===== config.mk =====
export PLATFORM = sky130hd
export DESIGN_NAME = display_scan_ctrl_flat
export DESIGN_NICKNAME = d
export VERILOG_FILES = /design/src/rtl/display_scan_ctrl_if.sv /design/src/rtl/display_scan_ctrl.sv /design/src/flat_wrapper.sv
export SDC_FILE = /design/constraint.sdc
export NUM_CORES = 1
export LEC_CHECK = 0
export CAP_MARGIN = 20
export CORE_ASPECT_RATIO = 1.5
export CORE_MARGIN = 2
export CORE_UTILIZATION = 50
export CTS_CLUSTER_SIZE = 16
export DETAILED_ROUTE_END_ITERATION = 6
export PLACE_DENSITY = 0.72
export SYNTH_ARGS = -nofsm -noshare
export SYNTH_HDL_FRONTEND = slang
export SYNTH_SLANG_ARGS = --single-unit

===== constraint.sdc =====
create_clock -name clk -period 2.8 [get_ports clk]
set_clock_uncertainty 0.1 [all_clocks]
set_input_delay 0.56 -clock clk [delete_from_list [all_inputs] [get_ports clk]]
set_output_delay 0.56 -clock clk [all_outputs]
set_load 0.1 [all_outputs]

===== src/rtl/display_scan_ctrl_if.sv =====
// display_scan_ctrl_if -- bus between the Morse symbol decoder, the scan
// controller and the board pins.
//   char_valid  decoder -> ctrl   one-cycle pulse, char_code is new
//   char_code   decoder -> ctrl   4-bit code, 0-9 digits, 10-15 blank
//   clear       decoder -> ctrl   one-cycle pulse, empty the buffer
//   seg_out     ctrl -> pins      active-low segments, bit7 = DP (always 1)
//   an_out      ctrl -> pins      active-low digit enables, one-hot-zero
//   count       ctrl -> decoder   valid characters held, saturates at DIGITS
// DIGITS must match the DIGITS of the attached display_scan_ctrl.
interface display_scan_ctrl_if #(
    parameter int DIGITS = 4
);
    logic              char_valid;
    logic [3:0]        char_code;
    logic              clear;
    logic [7:0]        seg_out;
    logic [DIGITS-1:0] an_out;
    logic [3:0]        count;

    modport master (
        output char_valid, char_code, clear,
        input  seg_out, an_out, count
    );

    modport slave (
        input  char_valid, char_code, clear,
        output seg_out, an_out, count
    );
endinterface


===== src/rtl/display_scan_ctrl.sv =====
// display_scan_ctrl -- multiplexed 7-segment controller for decoded Morse
// characters. Holds the last DIGITS characters in a shift buffer and scans
// them onto a shared active-low segment bus; every digit slot opens with a
// blanking interval to suppress ghosting.
// Ports:
//   clk  system clock, rising edge
//   rst  asynchronous, active-low reset
//   bus  display_scan_ctrl_if.slave (char_valid, char_code, clear in;
//        seg_out, an_out, count out)
module display_scan_ctrl #(
    parameter int DIGITS       = 4,
    parameter int SCAN_DIV     = 100000,
    parameter int BLANK_CYCLES = 1000
) (
    input  logic                clk,
    input  logic                rst,
    display_scan_ctrl_if.slave  bus
);

    localparam int CW = (SCAN_DIV > 1) ? $clog2(SCAN_DIV) : 1;
    localparam int IW = (DIGITS > 1) ? $clog2(DIGITS) : 1;

    localparam logic [CW-1:0] CNT_MAX  = CW'(SCAN_DIV - 1);
    localparam logic [CW-1:0] BLANK_TH = CW'(BLANK_CYCLES);
    localparam logic [IW-1:0] IDX_MAX  = IW'(DIGITS - 1);
    localparam logic [3:0]    FULL     = 4'(DIGITS);

    typedef enum logic {
        PH_BLANK,
        PH_SHOW
    } phase_t;

    logic [CW-1:0]     cnt;
    logic [IW-1:0]     idx;
    logic [3:0]        entry [DIGITS];
    logic [3:0]        count_q;
    logic [7:0]        seg_q;
    logic [DIGITS-1:0] an_q;
    phase_t            phase;
    logic [3:0]        sel;

    function automatic logic [7:0] encode(input logic [3:0] c);
        logic [7:0] s;
        case (c)
            4'd0:    s = 8'hC0;
            4'd1:    s = 8'hF9;
            4'd2:    s = 8'hA4;
            4'd3:    s = 8'hB0;
            4'd4:    s = 8'h99;
            4'd5:    s = 8'h92;
            4'd6:    s = 8'h82;
            4'd7:    s = 8'hF8;
            4'd8:    s = 8'h80;
            4'd9:    s = 8'h90;
            default: s = 8'hFF;
        endcase
        return s;
    endfunction

    always_comb begin
        phase = (cnt < BLANK_TH) ? PH_BLANK : PH_SHOW;
        sel   = entry[idx];
    end

    // Character buffer: clear has priority over a simultaneous push.
    always_ff @(posedge clk or negedge rst) begin
        if (!rst) begin
            for (int unsigned i = 0; i < DIGITS; i++) entry[i] <= 4'hF;
            count_q <= '0;
        end else if (bus.clear) begin
            for (int unsigned i = 0; i < DIGITS; i++) entry[i] <= 4'hF;
            count_q <= '0;
        end else if (bus.char_valid) begin
            for (int unsigned i = 1; i < DIGITS; i++) entry[i] <= entry[i-1];
            entry[0] <= bus.char_code;
            if (count_q != FULL) count_q <= count_q + 4'd1;
        end
    end

    // Free-running scan; pin registers are loaded from the current (cnt, idx)
    // so the pins lag the sequencer by exactly one clock.
    always_ff @(posedge clk or negedge rst) begin
        if (!rst) begin
            cnt   <= '0;
            idx   <= '0;
            seg_q <= '1;
            an_q  <= '1;
        end else begin
            if (cnt == CNT_MAX) begin
                cnt <= '0;
                idx <= (idx == IDX_MAX) ? '0 : idx + 1'b1;
            end else begin
                cnt <= cnt + 1'b1;
            end

            if (phase == PH_BLANK) begin
                seg_q <= '1;
                an_q  <= '1;
            end else begin
                seg_q <= encode(sel);
                an_q  <= ~({{(DIGITS-1){1'b0}}, 1'b1} << idx);
            end
        end
    end

    assign bus.seg_out = seg_q;
    assign bus.an_out  = an_q;
    assign bus.count   = count_q;

endmodule


===== src/flat_wrapper.sv =====
// flat-port wrapper written by rule: the top's interface ports become plain ports
module display_scan_ctrl_flat 
#(
    parameter int DIGITS       = 4,
    parameter int SCAN_DIV     = 100000,
    parameter int BLANK_CYCLES = 1000
)
  (clk, rst, bus_char_valid, bus_char_code, bus_clear, bus_seg_out, bus_an_out, bus_count);
  display_scan_ctrl_if #(.DIGITS(DIGITS)) bus_i ();
  input  logic clk;
  input  logic rst;
  input wire logic [$bits(bus_i.char_valid)-1:0] bus_char_valid;
  input wire logic [$bits(bus_i.char_code)-1:0] bus_char_code;
  input wire logic [$bits(bus_i.clear)-1:0] bus_clear;
  output wire logic [$bits(bus_i.seg_out)-1:0] bus_seg_out;
  output wire logic [$bits(bus_i.an_out)-1:0] bus_an_out;
  output wire logic [$bits(bus_i.count)-1:0] bus_count;
  assign bus_i.char_valid = bus_char_valid;
  assign bus_i.char_code = bus_char_code;
  assign bus_i.clear = bus_clear;
  assign bus_seg_out = bus_i.seg_out;
  assign bus_an_out = bus_i.an_out;
  assign bus_count = bus_i.count;
  display_scan_ctrl #(.DIGITS(DIGITS), .SCAN_DIV(SCAN_DIV), .BLANK_CYCLES(BLANK_CYCLES)) u_core (.clk(clk), .rst(rst), .bus(bus_i));
endmodule

Word-level counts from Yosys, hierarchy flattened --
Memory sizes are Yosys's and may differ from the RTL's. Index checks and enable logic that the tools add are counted. W data, S select, Z words.
Storage, ports and cells: register bits 51, bits in read-only memories 112, input bits 8, output and inout port bits 16, logic and storage cells 36, memories 1
Cells by class: add/sub/neg operators 3, order comparisons 2, equal/unequal tests 3, shift operators 1, multiplexer cells 12, bitwise gates (word level) 2, reduce and logical (&&, ||, !) cells 3
Memory list:
- (name not given) | words 16, bits a word 7, read ports 1, clocked after memory_dff 0, wr ports 0, line display_scan_ctrl.sv:44 | case (c)
Operators by type and width (number):
- $mux W16 | 2
- $mux W4 | 6
- $add A17 B1 Y17 const B | 1
- $eq A17 B17 Y1 const B | 1
- $lt A17 B10 Y1 const B | 1
- $mux W17 | 1
- $bmux W4 S2 | 1
- $mux W8 | 1
- $add A4 B1 Y4 const B | 1
- $ne A4 B3 Y1 const B | 1
- $not A4 Y4 | 1
- $reduce_bool A2 Y1 | 2
- $shl A1 B2 Y4 const A | 1
- $ge A3 B3 Y1 const B | 1
- $not A2 Y3 | 1
- $add A2 B1 Y2 const B | 1
- $eq A2 B2 Y1 const B | 1
- $mux W2 | 1
- $reduce_and A2 Y1 | 1

Depth between registers and ports, before layout --
Gate-level depths: netlist of the first run. An unclocked memory read counts as a cell.
depth in word-level cells 6, mapped depth 7, depth with buffers taken out 6

Worst setup path after synthesis of the first run --
OpenSTA, ideal clock, no wires.
path type reg-to-reg, from register u_core.count_q[0], in the netlist u_core.bus.count[0], to register u_core.count_q[3], in the netlist u_core.bus.count[3], setup time 78 ps, arrival 1977 ps, data required time 2622 ps, slack 646 ps, stages on the path, launching flop included 7, path buffers 0, clock period less this slack 2154 ps, path through dfrtp_1 inv_1 ha_1 nand3b_1 a21oi_1 or3_1 a21oi_1
On the way: longest elaborated chain between the ends 4, elaborated cells between the ends (all ways) 7, those cells by class 1 x add/sub; 1 x eq/ne; 3 x mux; 2 x reduce/logical
RTL lines:
- start: declaration | line display_scan_ctrl.sv:36 | logic [3:0] count_q;
- start signal: assignment | line display_scan_ctrl.sv:76 | if (count_q != FULL) count_q <= count_q + 4'd1;
- $add A4 B1 Y4 | line display_scan_ctrl.sv:76
- $mux W4 | line display_scan_ctrl.sv:76
- $mux W4 | line display_scan_ctrl.sv:73 | end else if (bus.char_valid) begin
- $mux W4 | line display_scan_ctrl.sv:70 | end else if (bus.clear) begin
Several ways; a longest one is shown, not always the timed one. The select of a mux whose other input is x is not followed. A chain may end at the register's enable or synchronous reset.

Worst setup path after layout of the first run --
from register u_core.cnt[0], to register u_core.idx[1]
On the way: longest elaborated chain between the ends 1
RTL lines:
- start: declaration | line display_scan_ctrl.sv:33 | logic [CW-1:0] cnt;
- start signal: assignment | line display_scan_ctrl.sv:93 | cnt <= cnt + 1'b1;
- $eq A17 B17 Y1 | line display_scan_ctrl.sv:89 | if (cnt == CNT_MAX) begin
- end signal: assignment | line display_scan_ctrl.sv:91 | idx <= (idx == IDX_MAX) ? '0 : idx + 1'b1;
- end: declaration | line display_scan_ctrl.sv:34 | logic [IW-1:0] idx;
Every way passes these cells.

==> results of run 1 <==
-- flip-flops by register name, indices dropped and copies added, names as in the netlist --
| name | count |
|---|---|
| u_core.bus.seg_out | 7 |
| u_core.cnt | 17 |
| u_core.bus.count | 4 |
| u_core.bus.an_out | 4 |
| u_core.idx | 2 |
| u_core.entry | 16 |
-- worst max-delay path by stage --
stage                                                 end  depth (start not counted)
after floorplan           u_core.bus.count[3]$_DFFE_PN0P_                          6
after global placement          u_core.idx[1]$_DFFE_PN0N_                          6
after detailed placement        u_core.idx[1]$_DFFE_PN0N_                          6
after CTS                       u_core.idx[1]$_DFFE_PN0N_                          6
after global routing            u_core.idx[1]$_DFFE_PN0N_                          6
final                           u_core.idx[1]$_DFFE_PN0N_                          6
-- cell type report --
type	instances	area, um2	share of cell area [%]
multi-input cells	148	1100	38.8
inverters	12	45.0	1.58
clock inverters	3	43.8	1.54
well taps	66	82.6	2.90
flip-flops and latches	50	1280	45.2
clock buffers	5	68.8	2.42
repair buffers	27	215	7.57
-- power breakdown --
part	internal (mW)	leakage, nW	switching, mW
Sequential	0.754	0.589	0.0180
Combinational	0.0562	0.561	0.107
Clock	0.268	0.0585	0.242
Total	1.08	1.21	0.367
-- per-stage QoR --
stage / total power [mW] / util [%] / area [um2]
after global placement: 0.947 / 56.8 / 2730
after global routing: 1.52 / 59.1 / 2840
final: 1.45 / 59.1 / 2840
after CTS: 1.47 / 59.1 / 2840
after detailed placement: 0.950 / 56.8 / 2730
after floorplan: 0.896 / - / 2470
-- cells in the final DEF, fill, tap and decap left out, drive strengths merged, types with 5 or more instances in the layout --
master / netlist / final
nand3: 7 / 7
nor3: 5 / 5
dfrtp: 23 / 23
buf: 3 / 21
a211o: 17 / 17
mux2i: 5 / 5
clkdlybuf4s50: 0 / 6
nor2: 9 / 9
o21ai: 10 / 10
ha: 12 / 12
a21oi: 9 / 9
or3: 6 / 6
inv: 12 / 13
nor2b: 18 / 18
nand2: 13 / 13
xor2: 9 / 9
dfstp: 27 / 27
clkbuf: 6 / 5
-- critical path: cells and delay by family, from the launching register on --
family	cells	cell delay (ns)
adder cells (fa/ha/maj)	1	0.22
multiplexers	1	0.34
flip-flops	1	0.41
buffers and inverters	1	0.21
AND/OR/NAND/NOR	3	0.79
-- Yosys cell counts --
cell       n
dfstp_2   27
dfrtp_1   23
nor2b_1   18
a211o_1   17
nand2_1   13
ha_1      12
inv_1     12
o21ai_0   10
a21oi_1    9
nor2_1     9
xor2_1     9
nand3_1    7
or3_1      6
clkbuf_1   5
mux2i_1    5
nor3_1     5
mux4_2     4
nand4_1    4
xnor2_1    4
and4_1     3
buf_2      2
nand2b_1   2
a211oi_1   1
and2_1     1
buf_4      1
clkbuf_2   1
conb_1     1
mux2_2     1
nand3b_1   1
nor3b_1    1
nor4_1     1
nor4_4     1
o21a_1     1
or4_1      1
or4_4      1
-- kinds of logic after synthesis --
family | after synthesis
XOR/XNOR | 13
AND/OR/NAND/NOR | 74
AO/OA/AOI/OAI | 38
flip-flops | 50
adder cells (fa/ha/maj) | 12
buffers and inverters | 21
other | 1
multiplexers | 10
-- metal layers --
layer	part of all wire, %	routed length [um]
met1	45	1930
met2	50	2130
met3	2.8	119
met4	2.1	91
met5	0	0
==> impl_metrics.csv, run 1 <==
group,metric,value,unit
setup_path,critPathCaptureType,"register",
clocking,clk_latency,0.31,ns
floorplan,dieArea,5540,um2
synthesis,synth_top_family_by_area,"simple AND/OR/NAND/NOR gates",
finish,fillerInstances,433,
synthesis,ys_ff_latch,50,
route,vias,1662,
global_route,grt_pass1_wl,7510,um
global_route,use_met3,4.32,%
synthesis,yosys-top-cells-area,"dfstp_2 (29%), dfrtp_1 (23%), ha_1 (6.1%)",
setup_path,worstSetupStartpoint,"u_core.cnt[0]$_DFF_PN0_",
route,post_drt_wl_per_cell,13.8,um
clocking,h-tree-depth,2,
place,dp_hpwl,2940,um
clocking,cts_buffers,5,
setup_path,cp.required,2.90,ns
synthesis,avgSynthCellArea,11.3,um2
setup_path,rr_worst_depth,6,
synthesis,synth.yosys.seq_area_share,51.9,%
synthesis,synth_cell_types,35,
setup_path,worstPathCellList,"ha_1 -> and4_1 -> nand2_1 -> nor4_4 -> buf_4 -> mux2_2",
power,ir_drop,283,uV
global_route,grt.met1_usage,25.4,%
run_status,status,"completed",
sta,fin_crit_sh,77.5,%
sta,max-slew-margin-rel,51.5,%
floorplan,core_area,4810,um2
synthesis,synth.largest_area_cell,"dfstp_2",
sta,tns,0,ns
sta,grt_setup_unrepaired,"no",
place,place_inst,303,
sta,setup_viol_count_final,0,
synthesis,synth_xor_area_share,4.60,%
route,drc_errors,0,
synthesis,yosys.area.top_type_share,28.7,%
global_route,busiest_layer,"met2",
setup_path,reg2reg_from,"u_core.cnt[0]$_DFF_PN0_",
finish,fin_cells,311,
sta,period_needed,2.17,ns
sta,fin_ws,0.629,ns
power,power.density,508,nW/um2
global_route,grt_max_degree,34,
synthesis,synth_compound_area_share,10.5,%
place,place_ws,0.643,ns
global_route,grt_antenna_before_repair,0,
setup_path,worstSetupPathType,"reg2reg",
finish,area_growth,14.9,%
run,maxCapViolations,0,
route,first_pass_iters,4,
synthesis,ys_warn_count,0,
synthesis,syn-instance-count,219,
global_route,grt_pass1_vias,1575,
floorplan,row_count,31,
setup_path,reg2reg_slack,0.63,ns
synthesis,synthAdderAreaFrac,6.07,%
floorplan,ios,24,
clocking,postCtsHoldBufs,0,
synthesis,syn-num-nets,239,
sta,slew_viol_final,0,
clocking,cts_buffer_depth,2,
synthesis,synth_simple_gate_area_share,17.1,%
floorplan,dieWidth,61.4,um
synthesis,synth.mux.area_fraction,6.12,%
finish,drive_above_1_share,25.7,%
min_path,worstHoldPathType,"in2async",
setup_path,arrival,2.27,ns
setup_path,startpoint_type,"register",
route,wl,4280,um
clocking,cts_root_buf,"clkbuf_8",
floorplan,initial_core_util,51.4,%
power,p_leak,1.21,nW
sta,holdWs,0.206,ns
clocking,path_clk_slew,0.09,ns
floorplan,die_y,90.1,um
sta,tightestPinTransition,0.728,ns
synthesis,mappedNetlistArea,2470,um2
global_route,grt_util_all_layers,18.1,%
setup_path,worst-path-max-fanout,9,
global_route,overflow,0,
finish,finalNetCount,264,
sta,max_freq,461,MHz
clocking,cts_setup_buffers,0,
place,globalplace.congestion,0.856,
route,via_per_inst,5.34,
finish,antennaDiodeCount,0,
setup_path,reg2reg_to,"u_core.idx[1]$_DFFE_PN0N_",
place,portBuffers,22,
clocking,cts_resized,0,
route,antenna_left,0,
route,initialDrtViolationCount,65,
setup_path,slowest_delay,0.41,ns
sta,hold_violations,0,
clocking,clock_sinks,50,
global_route,met2_usage,26.2,%
setup_path,worst_path_max_delay_cell,"dfrtp_1",
clocking,cts_tree,"done",
(Power assumes the default switching activity.)
==> run 2, diff against run 1 <==
--- a/config.mk
+++ b/config.mk
@@ -11,7 +11,7 @@
 export CORE_UTILIZATION = 50
 export CTS_CLUSTER_SIZE = 16
 export DETAILED_ROUTE_END_ITERATION = 6
-export PLACE_DENSITY = 0.72
+export PLACE_DENSITY = 0.75
 export SYNTH_ARGS = -nofsm -noshare
 export SYNTH_HDL_FRONTEND = slang
 export SYNTH_SLANG_ARGS = --single-unit
==> constraint.sdc (replaced) <==
create_clock -name clk -period 1.75 [get_ports clk]
set_clock_uncertainty 0.1 [all_clocks]
set_input_delay 0.35 -clock clk [delete_from_list [all_inputs] [get_ports clk]]
set_output_delay 0.35 -clock clk [all_outputs]
set_load 0.1 [all_outputs]
==> run 2 against run 1 <==
Compared with the run above: the flow now finishes with violations (negative setup slack); critical path depth shrank 2; largest power group unchanged; global-route usage grew 2.7 points; sequential share of layout area shrank 6.6 points; hold slack gained 0.24 ns; routed wire length grew 19%; power grew 57%; maximum frequency grew 9.1%; non-clock buffer count grew 28.
==> impl_metrics.csv, run 2 (synthesis results as in run 1) <==
group,metric,value,unit
clocking,cts_tree,"done",
finish,mostFrequentLayoutCells,"buf_4 (28), dfstp_2 (27), nor2b_1 (18), dfrtp_1 (18), a211o_1 (17)",
route,via_per_inst,5.33,
setup_path,cp.required,1.88,ns
global_route,grt_pass1_wl,8630,um
finish,finalNetCount,292,
finish,fin_util,69.8,%
floorplan,ios,24,
sta,grt_setup_unrepaired,"yes",
route,post_drt_wl_per_cell,15.1,um
clocking,cts_buffers,5,
setup_path,startpoint_type,"register",
min_path,worstHoldPathType,"in2async",
floorplan,dieArea,5540,um2
place,dpl_cell_area,3160,um2
clocking,cts_root_buf,"clkbuf_8",
global_route,grt_max_degree,51,
sta,hold_violations,0,
run_status,violations,"negative setup slack",
global_route,grt_util_all_layers,20.8,%
power,power.density,675,nW/um2
finish,largest_register_ffs,17,
global_route,grt_antenna_before_repair,0,
clocking,clock_sinks,50,
finish,drive_above_1_share,42.1,%
route,first_pass_iters,4,
clocking,h-tree-depth,2,
clocking,clk_latency,0.30,ns
setup_path,reg2reg_from,"u_core.cnt[13]$_DFF_PN0_",
finish,final_common_cell,"buf_4",
setup_path,reg2reg_to,"u_core.idx[0]$_DFFE_PN0N_",
route,drc_errors,0,
sta,fin_crit_sh,114,%
clocking,path_clk_slew,0.09,ns
setup_path,arrival,2.12,ns
route,initialDrtViolationCount,83,
floorplan,row_count,31,
route,antenna_left,0,
floorplan,initial_core_util,51.4,%
global_route,overflow,0,
floorplan,die_y,90.1,um
setup_path,critPathCaptureType,"register",
finish,fillerInstances,357,
power,p_leak,1.46,nW
sta,max_freq,503,MHz
finish,largest-register,"u_core.cnt",
sta,fin_ws,-0.240,ns
floorplan,core_area,4810,um2
run,maxCapViolations,0,
setup_path,worst-path-max-fanout,2,
route,vias,1806,
setup_path,reg2reg_slack,-0.24,ns
power,ir_drop,605,uV
sta,slew_viol_final,0,
setup_path,worstSetupPathType,"reg2reg",
global_route,grt_pass1_vias,1856,
finish,area_growth,35.7,%
place,dp_hpwl,3550,um
floorplan,dieWidth,61.4,um
sta,period_needed,1.99,ns
place,place_inst,328,
place,globalplace.congestion,0.826,
finish,antennaDiodeCount,0,
finish,fin_cells,339,
clocking,cts_buffer_depth,2,
run_status,status,"finished, violations left",
finish,fin_area,3360,um2
setup_path,rr_worst_depth,4,
sta,setup_viol_count_final,22,
place,portBuffers,22,
route,wl,5110,um
[run 2: area by class of cell]
cell class                 instances  area, um2  share of cell area (%)
inverter                          12       45.0                    1.34
sequential                        50       1300                    38.6
clock buffer                       6       82.6                    2.46
timing repair buffer              55        639                    19.1
clock inverter                     2       12.5                   0.373
tap                               66       82.6                    2.46
multi-input combinational        148       1200                    35.7
[run 2: worst max-delay path, stage by stage, from the launching register on]
cell and delay [ns]:
dfrtp_1 0.40, or4_4 0.52, or3_4 0.37, or4_1 0.42, o21ai_1 0.10
[run 2: worst max-delay path by stage]
stage | startpoint | cells past startpoint | to | slack, ns
after floorplan | u_core.cnt[14]$_DFF_PN0_ | 4 | u_core.idx[0]$_DFFE_PN0N_ | -0.19
after global placement | u_core.cnt[14]$_DFF_PN0_ | 4 | u_core.idx[0]$_DFFE_PN0N_ | -0.14
after detailed placement | u_core.cnt[14]$_DFF_PN0_ | 4 | u_core.idx[0]$_DFFE_PN0N_ | -0.18
after CTS | u_core.cnt[14]$_DFF_PN0_ | 4 | u_core.idx[0]$_DFFE_PN0N_ | -0.20
after global routing | u_core.cnt[14]$_DFF_PN0_ | 4 | u_core.idx[0]$_DFFE_PN0N_ | -0.31
final | u_core.cnt[13]$_DFF_PN0_ | 4 | u_core.idx[0]$_DFFE_PN0N_ | -0.24
[run 2: what timing repair did]
item / in CTS / in global routing
setup endpoints to repair: 16 / 23
resized for setup: 14 / 11
setup buffers: 1 / 1
endpoints found under the hold margin: 23 / 0
hold buffers: 1 / 0
[run 2: per-stage QoR]
step	hold slack [ns]	setup slack [ns]	power, mW	TNS, ns
after global routing	0.475	-0.310	2.37	-4.23
final	0.446	-0.240	2.27	-2.87
after floorplan	-0.0456	-0.190	1.44	-0.306
after global placement	0.255	-0.137	1.57	-0.569
after detailed placement	0.261	-0.183	1.57	-1.08
after CTS	0.444	-0.201	2.27	-2.51
[run 2: report_power, final]
part	switching [mW]	internal [mW]	total (mW)
Combinational	0.188	0.130	0.318
Sequential	0.0350	1.21	1.25
Clock	0.382	0.319	0.701
[run 2: layer usage]
metal | global-route usage (%) | wire [um] | share of wire (%)
met5 | 0 | 0 | 0
met4 | 7.98 | 104 | 2.0
met3 | 4.03 | 129 | 2.5
met2 | 36.1 | 2930 | 57
met1 | 24.1 | 1940 | 38
==> run 3, diff against run 2 <==
--- a/config.mk
+++ b/config.mk
@@ -9,7 +9,7 @@
 export CORE_ASPECT_RATIO = 1.5
 export CORE_MARGIN = 2
 export CORE_UTILIZATION = 50
-export CTS_CLUSTER_SIZE = 16
+export CTS_CLUSTER_SIZE = 20
 export DETAILED_ROUTE_END_ITERATION = 6
 export PLACE_DENSITY = 0.75
 export SYNTH_ARGS = -nofsm -noshare
==> results of run 3 <==
Same layout as run 2: the final DEF is identical, and so are final timing and power.
